<file path="src/rtl/f_bus_pkg.sv">
// Shared f-bus definitions: command opcodes, special file addresses, host-port
// FSM states and the bit-mask helper used by the set/clear path.
package f_bus_pkg;

   localparam int unsigned ADRS_W = 5;
   localparam int unsigned DATA_W = 8;
   localparam int unsigned IDX_W  = 3;

   typedef enum logic [1:0] {
      OP_RD  = 2'b00,
      OP_WR  = 2'b01,
      OP_BSF = 2'b10,
      OP_BCF = 2'b11
   } op_t;

   localparam logic [ADRS_W-1:0] INDF_ADRS   = 5'h00;
   localparam logic [ADRS_W-1:0] PCL_ADRS    = 5'h02;
   localparam logic [ADRS_W-1:0] STATUS_ADRS = 5'h03;
   localparam logic [ADRS_W-1:0] FSR_ADRS    = 5'h04;

   typedef enum logic [2:0] {
      IDLE,
      HALT,
      ACCESS,
      MODIFY,
      RESP
   } state_t;

   // One-hot mask selecting bit idx of a data byte.
   function automatic logic [DATA_W-1:0] bit_mask(input logic [IDX_W-1:0] idx);
      return DATA_W'(1) << idx;
   endfunction

endpackage

</file>
<file path="src/rtl/f_bus_bitop.sv">
// Combinational bit-set / bit-clear of one bit in a data byte.
// Ports: data (operand), idx (bit index), set (1 = set, 0 = clear),
//        result_c (modified byte).
module f_bus_bitop
   import f_bus_pkg::*;
(
   input  logic [DATA_W-1:0] data,
   input  logic [IDX_W-1:0]  idx,
   input  logic              set,
   output logic [DATA_W-1:0] result_c
);

   always_comb begin
      result_c = set ? (data | bit_mask(idx)) : (data & ~bit_mask(idx));
   end

endmodule

</file>
<file path="src/rtl/f_bus_host_port.sv">
// Host-side f-bus master: takes read/write/bit-set/bit-clear commands from a
// host channel, halts the core, performs the register-file access and returns
// a response.
// Ports:
//   clk, rst                         clock, synchronous active-high reset
//   cmd_valid/cmd_ready/cmd_op/
//   cmd_adrs/cmd_data                host command channel
//   rsp_valid/rsp_ready/rsp_data/
//   rsp_err                          host response channel
//   halt_req/halt_ack                core stall handshake
//   fsr_in                           core FSR, used for INDF (address 0)
//   f_out_data                       register-file async read data
//   f_adrs/f_wr/f_in_data            register-file address, write strobe, data
module f_bus_host_port
   import f_bus_pkg::*;
#(
   parameter int unsigned HALT_TIMEOUT = 16,
   parameter bit          ALLOW_PCL_WR = 1'b0
) (
   input  logic              clk,
   input  logic              rst,
   input  logic              cmd_valid,
   output logic              cmd_ready,
   input  logic [1:0]        cmd_op,
   input  logic [ADRS_W-1:0] cmd_adrs,
   input  logic [DATA_W-1:0] cmd_data,
   output logic              rsp_valid,
   input  logic              rsp_ready,
   output logic [DATA_W-1:0] rsp_data,
   output logic              rsp_err,
   output logic              halt_req,
   input  logic              halt_ack,
   input  logic [ADRS_W-1:0] fsr_in,
   input  logic [DATA_W-1:0] f_out_data,
   output logic [ADRS_W-1:0] f_adrs,
   output logic              f_wr,
   output logic [DATA_W-1:0] f_in_data
);

   localparam int unsigned CNT_W = 8;

   state_t            state;
   op_t               op_q;
   logic [ADRS_W-1:0] adrs_q;
   logic [DATA_W-1:0] data_q;
   logic [CNT_W-1:0]  cnt;
   logic              f_wr_q;
   logic              pcl_blk_q;

   logic [ADRS_W-1:0] ea_c;
   logic              null_c;
   logic              pcl_blk_c;
   logic [DATA_W-1:0] mod_c;

   // Effective address and guards, evaluated while the core is halted.
   always_comb begin
      ea_c      = (adrs_q == INDF_ADRS) ? fsr_in : adrs_q;
      null_c    = (ea_c == INDF_ADRS);
      pcl_blk_c = !ALLOW_PCL_WR && (ea_c == PCL_ADRS) && (op_q != OP_RD);
   end

   f_bus_bitop u_bitop (
      .data     (f_out_data),
      .idx      (data_q[IDX_W-1:0]),
      .set      (op_q == OP_BSF),
      .result_c (mod_c)
   );

   // The registered strobe is qualified by the live bus grant and reset so a
   // lost halt_ack or an abort during the access cycle never writes the file.
   assign f_wr = f_wr_q & halt_ack & ~rst;

   // Host-port FSM with registered outputs.
   always_ff @(posedge clk) begin
      if (rst) begin
         state     <= IDLE;
         op_q      <= OP_RD;
         adrs_q    <= '0;
         data_q    <= '0;
         cnt       <= '0;
         f_wr_q    <= 1'b0;
         pcl_blk_q <= 1'b0;
         cmd_ready <= 1'b1;
         rsp_valid <= 1'b0;
         rsp_data  <= '0;
         rsp_err   <= 1'b0;
         halt_req  <= 1'b0;
         f_adrs    <= '0;
         f_in_data <= '0;
      end else begin
         case (state)
            IDLE: begin
               if (cmd_valid && cmd_ready) begin
                  op_q      <= op_t'(cmd_op);
                  adrs_q    <= cmd_adrs;
                  data_q    <= cmd_data;
                  cnt       <= '0;
                  cmd_ready <= 1'b0;
                  halt_req  <= 1'b1;
                  state     <= HALT;
               end
            end

            HALT: begin
               if (halt_ack) begin
                  // Address and write strobe are set up here so they are
                  // valid throughout the single ACCESS cycle.
                  f_adrs    <= ea_c;
                  pcl_blk_q <= pcl_blk_c;
                  if (op_q == OP_WR && !pcl_blk_c && !null_c) begin
                     f_wr_q    <= 1'b1;
                     f_in_data <= data_q;
                  end
                  state <= ACCESS;
               end else if (cnt == CNT_W'(HALT_TIMEOUT - 1)) begin
                  rsp_valid <= 1'b1;
                  rsp_err   <= 1'b1;
                  rsp_data  <= '0;
                  state     <= RESP;
               end else begin
                  cnt <= cnt + CNT_W'(1);
               end
            end

            ACCESS: begin
               f_wr_q    <= 1'b0;
               f_adrs    <= '0;
               f_in_data <= '0;
               rsp_valid <= 1'b1;
               rsp_err   <= 1'b0;
               state     <= RESP;
               if (!halt_ack || pcl_blk_q) begin
                  rsp_err  <= 1'b1;
                  rsp_data <= '0;
               end else begin
                  case (op_q)
                     OP_RD: rsp_data <= (f_adrs == INDF_ADRS) ? '0 : f_out_data;
                     OP_WR: rsp_data <= data_q;
                     default: begin
                        if (f_adrs == INDF_ADRS) begin
                           rsp_data <= '0;
                        end else begin
                           // Read-modify-write: write back in MODIFY.
                           f_adrs    <= f_adrs;
                           f_wr_q    <= 1'b1;
                           f_in_data <= mod_c;
                           rsp_data  <= mod_c;
                           rsp_valid <= 1'b0;
                           state     <= MODIFY;
                        end
                     end
                  endcase
               end
            end

            MODIFY: begin
               f_wr_q    <= 1'b0;
               f_adrs    <= '0;
               f_in_data <= '0;
               rsp_valid <= 1'b1;
               state     <= RESP;
               if (!halt_ack) begin
                  rsp_err  <= 1'b1;
                  rsp_data <= '0;
               end
            end

            RESP: begin
               if (rsp_ready) begin
                  rsp_valid <= 1'b0;
                  halt_req  <= 1'b0;
                  cmd_ready <= 1'b1;
                  state     <= IDLE;
               end
            end

            default: state <= IDLE;
         endcase
      end
   end

endmodule

</file>
<file path="config.mk">
export PLATFORM = sky130hd
export DESIGN_NAME = f_bus_host_port
export DESIGN_NICKNAME = d
export VERILOG_FILES = /design/src/rtl/f_bus_pkg.sv /design/src/rtl/f_bus_bitop.sv /design/src/rtl/f_bus_host_port.sv
export SDC_FILE = /design/constraint.sdc
export NUM_CORES = 1
export LEC_CHECK = 0
export CAP_MARGIN = 25
export CELL_PAD_IN_SITES_DETAIL_PLACEMENT = 1
export CELL_PAD_IN_SITES_GLOBAL_PLACEMENT = 1
export CORE_MARGIN = 8
export CORE_UTILIZATION = 37
export CTS_CLUSTER_DIAMETER = 80
export CTS_CLUSTER_SIZE = 28
export DETAILED_ROUTE_END_ITERATION = 10
export PLACE_DENSITY_LB_ADDON = 0.2
export SLEW_MARGIN = 20
export SYNTH_ARGS = -nofsm -noshare
export SYNTH_HDL_FRONTEND = slang
export SYNTH_SLANG_ARGS = --single-unit
export TNS_END_PERCENT = 30
</file>
<file path="constraint.sdc">
create_clock -name clk -period 2.31 [get_ports clk]
set_input_delay 0.3465 -clock clk [delete_from_list [all_inputs] [get_ports clk]]
set_output_delay 0.3465 -clock clk [all_outputs]
set_load 0.05 [all_outputs]
</file>
==> out/metrics.cfg <==
[synthesis]
yosys-top-cells-area=dfxtp_1 (39%), a21oi_1 (8.1%), nand2_1 (8.0%), o21ai_0 (2.8%), mux2i_1 (2.6%)
synth_compound_area_frac=0.286
synth-seq-cells=53
synthXorXnorAreaFrac=0.00323
synth_edf_count=0
async_flop_share=0
synthMuxAreaShare=0.0341
syn_nets=366
synth_top_family_by_area=compound AO/OA/AOI/OAI gates
ys_seq_area_frac=0.391
ys_types=52
avgSynthCellArea_um2=8.18
ys.flop_type=dfxtp_1
yosys.area.top_type=dfxtp_1
yosysWarnings=0
synthCells=332
syn-cell-area_um2=2720
synth_fa_ha_area_frac=0.00461
synthSimpleGateAreaFrac=0.235
yosysTopAreaCellShare=0.391

[final_layout]
fin_nets=425
fillers=861
area_growth_pct=30.6
multiInputGateArea_um2=1530
antennaDiodeCount=0
drive_above_1_share=0.0793
final_cell_mix=nand2_1 (58), clkdlybuf4s50_1 (57), dfxtp_1 (53)
seq_area_um2=1060
final_common_cell=nand2_1

[clock_tree]
h-tree-depth=2
hold_buffers=0
clockBufferDepth=2
cts_sinks=53
clk_pin_slew_ps=90
clockRootBuffer=clkbuf_8
cts_resized=0
post-cts-setup-buffers=0
clk-insertion-delay-late_ps=300
cts_tree=yes
cts_buffers=5

[floorplan]
fp.dieW_um=102
rows=31
pin_count=59
core_um2=7180
fp.dieH_um=102
start_util=0.378
die_area_um2=10300

[routing]
wl_per_cell_um=17.2
vias_per_cell=5.53
drt_pass1_iterations=4
post-route-drc-count=0
vias=2712
drt_iter0_drc=153
wirelength_mm=8.44
ant_nets=0

[setup_path]
cp_slowest_cell=clkdlybuf4s50_1
critPathTopFamily=buffers and inverters
endpoint=f_adrs[4]
end_kind=output pin
reg2reg_to=cnt[5]
critPathLaunchType=flip-flop
crit_type=flip-flop to output pin
crit_cells=1
critPathArrivalTime_ps=1830
path_max_fanout=12
r2r_cells=4
path_cells=clkdlybuf4s50_1
cp.required_ps=1960
r2r_start=state[0]
ff2ff_setup_slack_ps=270
cp_slowest_stage_delay_ps=920
crit_start=f_adrs[4]
path_buf_inv=1

[pwr]
pwr-share-seq=0.501
switchingPower_uw=628
switching_share=0.307
power.total_mw=2.04
ir_drop_mv=0.242
p_clk_frac=0.260
comb_power_share=0.239
leakagePower_nw=1.34
intPower_mw=1.41
p_per_area_nw_per_um2=576

[timing]
grt_setup_unrepaired=false
post-route-period-util=0.943
setup_viol=0
max_slew.worst_pin.slew_ps=744
hold_viol=0
drv_slew=0
max_freq_mhz=459
fin_skew_ps=4.37
finalCriticalPeriod_ps=2180
totalNegativeSetupSlack_ps=0
slew_headroom=0.503

[min_path]
hold_path.class=flip-flop to flip-flop
min_path_cells=1

[place]
hpwl_mm=6.46
io_buffers=58
place_congestion=0.861

[grt]
grt_max_degree=26
globalRouteOverflowTotal=0
grt.total_usage=0.170
antenna_found_initial=0
grt_pass1_vias=2801
grt_pass1_wl_mm=14.1

[outcome]
outcome=completed

[run]
maxCapViolations=0

[how the worst min path moves through the flow]
stage                      from          end
floorplan             pcl_blk_q    pcl_blk_q
global placement    rsp_data[0]  rsp_data[0]
detailed placement  rsp_data[2]  rsp_data[2]
CTS                 rsp_data[2]  rsp_data[2]
global route        rsp_data[2]  rsp_data[2]
finish              rsp_data[2]  rsp_data[2]
[power groups by stage]
stage	clock network [mW]	registers [mW]	logic [mW]
2_1_floorplan	0	1.07	0.254
3_3_place_gp	0	1.04	0.483
3_5_place_dp	0	1.04	0.490
4_1_cts	0.552	1.02	0.492
5_1_grt	0.589	1.03	0.534
6_report	0.531	1.02	0.489
[flip-flops by register name, summed over array words and instances (netlist names)]
| signal | count |
|---|---|
| adrs_q | 5 |
| cmd_ready | 1 |
| cnt | 8 |
| data_q | 8 |
| f_adrs | 5 |
| f_in_data | 8 |
| f_wr_q | 1 |
| halt_req | 1 |
| op_q | 2 |
| pcl_blk_q | 1 |
| rsp_data | 8 |
| rsp_err | 1 |
| rsp_valid | 1 |
| state | 3 |
[final cells by class]
cell class                      count  share of cell area
Sequential cell                    53               0.299
Tap cell                           99              0.0349
Multi-Input combinational cell    249               0.430
Clock buffer                        7              0.0243
Timing Repair Buffer               76               0.205
Inverter                            6             0.00635
[cell usage after synthesis, drive strengths merged, types with 6 or more instances]
cell / n
mux2i: 7
o211ai: 8
nor3b: 6
dfxtp: 53
clkbuf: 18
o21ai: 16
o221ai: 6
a21oi: 44
nand2: 58
nand3b: 9
buf: 6
inv: 6
o211a: 6
nor4: 6
a311oi: 6
a22o: 6
[layer usage]
layer	routed length, um	part of all wire	up-vias	GRT usage
li1	-	-	1349	-
met1	4080	0.48	1302	0.226
met2	3900	0.46	59	0.269
met3	416	0.049	2	0.0412
met4	34	0.0040	0	0.0344
met5	0	0	-	0
[per-stage QoR]
step	cell area (um^2)	hold slack, ps	worst slack, ps	util	std cells
global placement	3460	446	246	0.482	483
global route	3550	501	88.6	0.494	490
detailed placement	3460	451	168	0.482	483
CTS	3550	474	137	0.494	490
finish	3550	468	133	0.494	490
floorplan	2720	432	332	-	332
[logic make-up (layout without fill, tap and decap cells)]
| kind of cell | count (synthesis) | after routing |
|---|---|---|
| AO/OA/AOI/OAI | 117 | 117 |
| XOR/XNOR | 1 | 1 |
| adder cells (fa/ha/maj) | 1 | 1 |
| buffers and inverters | 30 | 89 |
| flip-flops | 53 | 53 |
| multiplexers | 9 | 9 |
| AND/OR/NAND/NOR | 121 | 121 |
(Power assumes the default switching activity.)
